`src/rtl/pwm_demod.sv`:
```
// pwm_demod: recovers one 8-bit level per 256-cycle PWM frame.
// The block aligns to the frame via the rising edge, counts high cycles per
// frame, and emits the count as offset-binary and signed samples once locked.
module pwm_demod #(
   parameter int FRAME_LEN   = 256,
   parameter int LOCK_FRAMES = 4
) (
   input  logic              clk_in,
   input  logic              rst_n_in,
   input  logic              enable_in,
   input  logic              pwm_in,
   output logic [7:0]        level_out,
   output logic signed [7:0] sample_out,
   output logic              valid_out,
   output logic              locked_out,
   output logic              err_out
);

   localparam logic [7:0]    LAST_PHASE = 8'(FRAME_LEN - 1);
   localparam int            SIL_N      = LOCK_FRAMES * FRAME_LEN;
   localparam int            SW         = $clog2(SIL_N + 1);
   localparam int            GW         = $clog2(LOCK_FRAMES + 1);
   localparam logic [SW-1:0] SIL_LAST   = SW'(SIL_N - 1);
   localparam logic [GW-1:0] GOOD_LAST  = GW'(LOCK_FRAMES - 1);
   localparam logic [8:0]    STUCK_CNT  = 9'(FRAME_LEN);

   typedef enum logic [1:0] {
      HUNT    = 2'd0,
      ACQUIRE = 2'd1,
      LOCKED  = 2'd2
   } state_t;

   // A frame that was high every cycle reads as full scale; anything above
   // the 8-bit range clips to 255.
   function automatic logic [7:0] sat_level(input logic [8:0] total);
      if (total == STUCK_CNT || total > 9'd255) return 8'd255;
      return total[7:0];
   endfunction

   state_t        state_q, state_d;
   logic          sync1_q, sync1_d;
   logic          s_q, s_d;
   logic          s_dly_q, s_dly_d;
   logic [7:0]    fcnt_q, fcnt_d;
   logic [8:0]    hcnt_q, hcnt_d;
   logic [GW-1:0] good_q, good_d;
   logic [SW-1:0] sil_q, sil_d;
   logic [7:0]    level_q, level_d;
   logic          valid_q, valid_d;
   logic          err_q, err_d;

   logic          rise;
   logic          close;
   logic          restart;
   logic [8:0]    total;

   // Next-state logic: synchronizer, frame counters and the HUNT/ACQUIRE/LOCKED FSM.
   always_comb begin
      sync1_d = pwm_in;
      s_d     = sync1_q;
      s_dly_d = s_q;

      rise    = s_q & ~s_dly_q;
      close   = (fcnt_q == LAST_PHASE);
      total   = hcnt_q + {8'd0, s_q};
      restart = 1'b0;

      state_d = state_q;
      fcnt_d  = close ? 8'd0 : fcnt_q + 8'd1;
      hcnt_d  = close ? 9'd0 : total;
      good_d  = good_q;
      sil_d   = '0;
      level_d = level_q;
      valid_d = 1'b0;
      err_d   = 1'b0;

      if (!enable_in) begin
         state_d = HUNT;
         fcnt_d  = 8'd0;
         hcnt_d  = 9'd0;
         good_d  = '0;
      end else begin
         case (state_q)
            HUNT: begin
               if (rise) begin
                  restart = 1'b1;
                  state_d = ACQUIRE;
                  good_d  = '0;
               end else if (!s_q) begin
                  // Long silence: lock onto the free-running phase.
                  if (sil_q == SIL_LAST) state_d = LOCKED;
                  else                   sil_d   = sil_q + SW'(1);
               end
            end
            ACQUIRE: begin
               if (rise && fcnt_q != 8'd0) begin
                  err_d   = 1'b1;
                  restart = 1'b1;
                  good_d  = '0;
               end else if (close) begin
                  if (total == STUCK_CNT) begin
                     err_d = 1'b1;
                  end else if (good_q == GOOD_LAST) begin
                     state_d = LOCKED;
                     level_d = sat_level(total);
                     valid_d = 1'b1;
                  end else begin
                     good_d = good_q + GW'(1);
                  end
               end
            end
            LOCKED: begin
               // An early rise beats a coincident close: the partial frame is dropped.
               if (rise && fcnt_q != 8'd0) begin
                  err_d   = 1'b1;
                  restart = 1'b1;
                  state_d = ACQUIRE;
                  good_d  = '0;
               end else if (close) begin
                  level_d = sat_level(total);
                  valid_d = 1'b1;
                  err_d   = (total == STUCK_CNT);
               end
            end
            default: state_d = HUNT;
         endcase

         // The rise cycle itself is sample 0 of the new frame.
         if (restart) begin
            fcnt_d = 8'd1;
            hcnt_d = {8'd0, s_q};
         end
      end
   end

   // State and datapath registers with asynchronous active-low reset.
   always_ff @(posedge clk_in or negedge rst_n_in) begin
      if (!rst_n_in) begin
         state_q <= HUNT;
         sync1_q <= 1'b0;
         s_q     <= 1'b0;
         s_dly_q <= 1'b0;
         fcnt_q  <= 8'd0;
         hcnt_q  <= 9'd0;
         good_q  <= '0;
         sil_q   <= '0;
         level_q <= 8'd128;
         valid_q <= 1'b0;
         err_q   <= 1'b0;
      end else begin
         state_q <= state_d;
         sync1_q <= sync1_d;
         s_q     <= s_d;
         s_dly_q <= s_dly_d;
         fcnt_q  <= fcnt_d;
         hcnt_q  <= hcnt_d;
         good_q  <= good_d;
         sil_q   <= sil_d;
         level_q <= level_d;
         valid_q <= valid_d;
         err_q   <= err_d;
      end
   end

   assign level_out  = level_q;
   assign sample_out = signed'({~level_q[7], level_q[6:0]});
   assign valid_out  = valid_q;
   assign locked_out = (state_q == LOCKED);
   assign err_out    = err_q;

endmodule

```
`config.mk`:
```
export PLATFORM = sky130hd
export DESIGN_NAME = pwm_demod
export DESIGN_NICKNAME = d
export VERILOG_FILES = /design/src/rtl/pwm_demod.sv
export SDC_FILE = /design/constraint.sdc
export NUM_CORES = 1
export LEC_CHECK = 0
export BUFFER_PORTS_ARGS = -buffer_cell sky130_fd_sc_hd__buf_2
export CAP_MARGIN = 20
export CORE_ASPECT_RATIO = 0.8
export CORE_MARGIN = 1
export CORE_UTILIZATION = 50
export DETAILED_ROUTE_END_ITERATION = 12
export PLACE_DENSITY = 0.68
export SYNTH_ARGS = -nofsm -noshare
export SYNTH_HDL_FRONTEND = slang
export SYNTH_SLANG_ARGS = --single-unit
```
`constraint.sdc`:
```
create_clock -name clk_in -period 2.5 [get_ports clk_in]
set_input_delay 0.25 -clock clk_in [delete_from_list [all_inputs] [get_ports clk_in]]
set_output_delay 0.25 -clock clk_in [all_outputs]
set_load 0.02 [all_outputs]
```
## Yosys cells after proc, flatten, opt, wreduce, memory -nomap -nowiden

Cells that the tools add are included.

- Output and inout bits: 19
- Bits in registers: 46
- Logic and storage cells: 121
- Bits of input ports: 4

- Add/subtract/negate cells: 4
- Muxes and demuxes: 69
- Magnitude comparators: 1
- Reductions and logical operators: 9
- Equality and inequality tests: 24
- Bitwise gates (word level): 3

Operator list:

| kind | count |
|---|---|
| $mux 8 | 12 |
| $mux 11 | 5 |
| $mux 1 | 27 |
| $mux 9 | 3 |
| $mux 3 | 7 |
| $ne 4x4->1 const B | 5 |
| $mux 2 | 9 |
| $pmux 8 s2 | 1 |
| $ne 3x3->1 const B | 5 |
| $add 11x1->11 const B | 1 |
| $eq 11x10->1 const B | 1 |
| $ne 2x2->1 const B | 5 |
| $add 9x1->9 | 1 |
| $eq 9x9->1 const B | 1 |
| $gt 9x8->1 const B | 1 |
| $pmux 3 s3 | 1 |
| $add 8x1->8 const B | 1 |
| $eq 8x8->1 const B | 1 |
| $reduce_and 8->1 | 1 |
| $reduce_bool 8->1 | 1 |
| $reduce_and 7->1 | 1 |
| $pmux 1 s2 | 3 |
| $pmux 2 s3 | 1 |
| $reduce_and 6->1 | 1 |
| other kinds (14) | 15 |

## Depth between registers and ports, before layout

- Word-level depth: 16
- Gate-level depth with buffers: 10
- Mapped depth without buffers: 8

## Worst setup path after synthesis

Ideal clock, no wire load.

- Kind: register to register
- From: register s_q, in the netlist s_dly_d
- To: register level_q[0], in the netlist level_out[0]
- Stages on the path, launching flop included: 10
- Data arrival time: 2.241 ns
- Clock period less this slack: 2.366 ns
- Required time: 2.375 ns
- Path slack: 0.134 ns
- Cells stage by stage: dfrtp_1 > ha_1 > ha_1 > buf_2 > nand3_1 > xor2_1 > o41ai_2 > a21oi_2 > o21ai_4 > mux2_2

- Cells in the longest elaborated chain, start to end: 16
- Elaborated cells on any way between the ends: 30
- Those cells by class: add/sub (1); order compare (1); eq/ne (4); mux (20); bitwise (1); reduce/logical (3)

Ends and longest elaborated chain:

| item | line | source |
|---|---|---|
| from (decl) | 42 | `logic s_q, s_d;` |
| from (signal assigned) | 141 | `s_q <= 1'b0;` |
| from (signal assigned) | 153 | `s_q <= s_d;` |
| $add 9x1->9 | 65 | `total = hcnt_q + {8'd0, s_q};` |
| $gt 9x8->1 / $eq 9x9->1 (equally long branches) | 36, 101 |  |
| $logic_or 1x1->1 | 36 | `if (total == STUCK_CNT \|\| total > 9'd255) return 8'd255;` |
| $mux 1 | 36 |  |
| $mux 1 | 103 | `end else if (good_q == GOOD_LAST) begin` |
| $mux 1 | 101 | `if (total == STUCK_CNT) begin` |
| $mux 1 | 100 | `end else if (close) begin` |
| $mux 1 | 96 | `if (rise && fcnt_q != 8'd0) begin` |
| $mux 1 | 83 | `case (state_q)` |
| $mux 1 | 77 | `if (!enable_in) begin` |
| $mux 8 | 37 | `return total[7:0];` |
| $mux 8 | 103 |  |
| $mux 8 | 101 |  |
| $mux 8 | 100 |  |
| $mux 8 | 96 |  |
| $pmux 8 s2 | 83 |  |
| to (signal assigned) | 159 | `level_q <= level_d;` |
| to (decl) | 48 | `logic [7:0] level_q, level_d;` |

Several ways; a longest one is shown, not always the timed one. The select of a mux whose other input is x is not followed.
A chain may end at the register's enable or synchronous reset.

## Final worst setup path

- From: register s_q, in the netlist s_dly_d
- To: register level_q[5], in the netlist level_out[5]

Same word-level chain as after synthesis.

==> run_results.csv <==
group,metric,value,unit
synthesis,ys_ff_latch,46,
outcome,status,"finished clean",
timing,finClkSkew,0.009221,ns
final_layout,areaGrowthSynthToFinish,11.86,%
floorplanning,fp.dieArea,0.005139,mm^2
timing,slew_violations,0,
worst_hold_path,whs_path_depth,1,
final_layout,antenna_cells,0,
synthesis,postSynth.asyncResetShare,1.000,
clocking,cts_root_buffer,"clkbuf_8",
timing,rsz0062_at_grt,"no",
drt,route.antenna.remaining_nets,0,
worst_setup_path,timing.critical_path.mode_cell,"ha_1",
clocking,clkTransAtPathRegs,0.08,ns
worst_setup_path,r2r_cells,9,
timing,fmax,422.1,MHz
worst_setup_path,worstSetupPathType,"flop to flop",
pwr,p_per_area,709.9,mW/mm^2
synthesis,avgSynthCellArea,9.827,um^2
drt,drt_pass1_iterations,4,
worst_hold_path,holdCritPathClass,"input port to flop",
floorplanning,die_y,64.32,um
synthesis,synth_edf_count,0,
timing,holdWs,0.06933,ns
floorplanning,io_pins,23,
place,dp_hpwl,3206,um
worst_setup_path,r2r_slack,0.13,ns
synthesis,synth_ff_type,"dfrtp_1",
clocking,clockBufferDepth,2,
worst_setup_path,crit_path_end,"level_out[5]",
synthesis,synth.yosys.seq_area_share,0.4747,
synthesis,synth_area,0.002427,mm^2
pwr,ir_drop,446.8,uV
clocking,cts.repair.resized,0,
worst_setup_path,cp.arrival,2.55,ns
synthesis,syn_nets,262,
global_route,antenna_found_initial,0,
floorplanning,die_w,79.90,um
clocking,clock-sinks,46,
worst_setup_path,cp-startpoint,"s_dly_d",
timing,hold_viol,0,
floorplanning,row_count,22,
pwr,p_leak,1.302,nW
worst_setup_path,critPathCaptureType,"flop",
global_route,grt_pass1_wl,7507,um
timing,period_share,0.9476,
timing,setup_tns,0,ns
final_layout,nets,286,
floorplanning,initial_core_util,0.5249,
final_layout,n_fill_cell,407,
drt,route.detailed.drc,0,
place,place.gp.congestion,0.8877,
timing,finalSetupViolCount,0,
drt,drt-total-wl,4248,um
worst_setup_path,crit_path_start_kind,"flop",
timing,min_period,2.369,ns
worst_setup_path,timing.rr.start,"s_dly_d",
synthesis,synthCells,247,
synthesis,ys_types,43,
place,port_buffers,22,
worst_setup_path,slowest_stage,"dfrtp_1",
timing,slew_headroom,0.5976,
worst_setup_path,cp_max_fo,8,
clocking,h-tree-depth,2,
global_route,grt_util_all_layers,0.1912,
clocking,insertion_delay,0.29,ns
drt,vias_per_cell,5.120,
synthesis,yosys_warnings,0,
worst_setup_path,cp_cell_sequence,"ha_1, ha_1, nand3_1, xor2_1, o41ai_2, a21oi_2, o21ai_4, buf_12, mux2_2",
clocking,cts_tree,"yes",
drt,drtIter0Drc,54,
final_layout,layout-drive-gt1-share,0.1949,
global_route,overflow,0,
clocking,numCtsBuffers,5,
global_route,grt_max_degree,26,
timing,tightestPinTransition,0.5996,ns
final_layout,fin_util,0.5871,
worst_setup_path,regToRegEndpoint,"level_out[5]",
worst_setup_path,required,2.68,ns
floorplanning,core_area,0.004624,mm^2
job,maxCapViolations,0,
worst_setup_path,critPathMaxStageDelay,0.35,ns
drt,avgRoutedWirePerCell,12.80,um
global_route,grt_pass1_vias,1657,
drt,vias,1700,
-- per-layer routing --
layer	GRT usage	up-vias	routed length, um
met5	0	-	0
met4	0.06027	0	49
met3	0.03857	7	157
met2	0.2927	32	1873
met1	0.2712	797	2167
li1	-	864	-
-- cell usage in the layout, fill, tap and decap left out, types with 3 or more instances in the layout --
cell / synthesis / routed
a21oi_1: 4 / 4
and2_1: 3 / 3
and3_1: 4 / 4
buf_2: 3 / 22
buf_4: 7 / 7
clkbuf_8: 0 / 8
dfrtp_1: 45 / 45
ha_1: 11 / 11
inv_1: 16 / 16
mux2_2: 7 / 7
mux2i_1: 4 / 4
nand2_1: 19 / 19
nand2b_1: 4 / 4
nand3_1: 16 / 16
nor2_1: 36 / 36
nor3_1: 4 / 4
o21ai_0: 5 / 5
xnor2_1: 13 / 13
xor2_1: 12 / 12
-- report_power, final --
| group | internal (mW) | switching, mW |
|---|---|---|
| registers | 0.799 | 0.0458 |
| logic | 0.238 | 0.330 |
| clock network | 0.279 | 0.236 |
-- through the flow --
| step | cells | power, mW | setup slack, ns | cell area (um^2) |
|---|---|---|---|---|
| floorplan | 247 | 1.266 | 0.1338 | 2427 |
| global placement | 322 | 1.392 | 0.1630 | 2575 |
| detailed placement | 322 | 1.400 | 0.08375 | 2575 |
| CTS | 331 | 1.917 | 0.06189 | 2695 |
| global route | 332 | 2.051 | 0.02174 | 2715 |
| finish | 332 | 1.927 | 0.1310 | 2715 |
-- final cells by class --
class | count | area [um^2] | area share
Sequential cell | 46 | 1152 | 0.4244
Multi-Input combinational cell | 171 | 1125 | 0.4143
Timing Repair Buffer | 31 | 192.7 | 0.07097
Clock buffer | 8 | 110.1 | 0.04055
Tap cell | 60 | 75.07 | 0.02765
Inverter | 16 | 60.06 | 0.02212
-- timing repair --
item                                   CTS  global route
setup endpoints to repair                0             6
endpoints found under the hold margin   20             0
hold buffers                             1             0
buffers inserted                         0             1
-- critical path: cells and delay by family (launching register included) --
family                   cells  cell delay (ns)
AO/OA/AOI/OAI                3             0.62
adder cells (fa/ha/maj)      2             0.45
flip-flops                   1             0.35
multiplexers                 1             0.33
XOR/XNOR                     1             0.18
AND/OR/NAND/NOR              1             0.17
buffers and inverters        1             0.14
-- registers in the layout, summed over array words and instances, names as in the netlist --
name	flops
s_dly_d	1
level_out	8
valid_out	1
hcnt_q	9
s_dly_q	1
state_q	2
good_q	3
s_d	1
fcnt_q	8
sil_q	11
err_out	1
-- cell usage after synthesis (2+ instances only) --
cell type | count | area (um^2)
a21boi_0 | 2 | 15.01
a21oi_1 | 4 | 20.02
a31oi_1 | 2 | 12.51
and2_1 | 3 | 18.77
and3_1 | 4 | 25.02
buf_2 | 3 | 15.01
buf_4 | 7 | 52.55
clkbuf_1 | 2 | 7.510
dfrtp_1 | 45 | 1126
ha_1 | 11 | 137.6
inv_1 | 16 | 60.06
mux2_2 | 7 | 78.83
mux2i_1 | 4 | 40.04
nand2_1 | 19 | 71.32
nand2b_1 | 4 | 25.02
nand3_1 | 16 | 80.08
nand4_1 | 2 | 12.51
nor2_1 | 36 | 135.1
nor3_1 | 4 | 20.02
nor3b_1 | 2 | 15.01
nor4_1 | 2 | 12.51
o21ai_0 | 5 | 25.02
o22ai_1 | 2 | 12.51
o31ai_1 | 2 | 15.01
or2_2 | 2 | 12.51
xnor2_1 | 13 | 113.9
xor2_1 | 12 | 105.1
-- cell families (layout without fill, tap and decap cells) --
group                      count (synthesis)  in the layout  synth area share
and+or+nand+nor                           98             98            0.1892
DFF                                       46             46            0.4747
buffers and inverters                     30             55           0.06185
AOI/OAI and AO/OA                         26             26           0.07835
xor gates and xnor gates                  25             25           0.09021
adders and majority gates                 11             11           0.05670
muxes                                     11             11           0.04897
-- how the worst min path moves through the flow --
stage	from	to
floorplan	rst_n_in	err_out
global placement	rst_n_in	sil_q[7]
detailed placement	rst_n_in	sil_q[4]
CTS	pwm_in	s_d
global route	pwm_in	s_d
finish	pwm_in	s_d
Power figures use the tool's default switching activity.
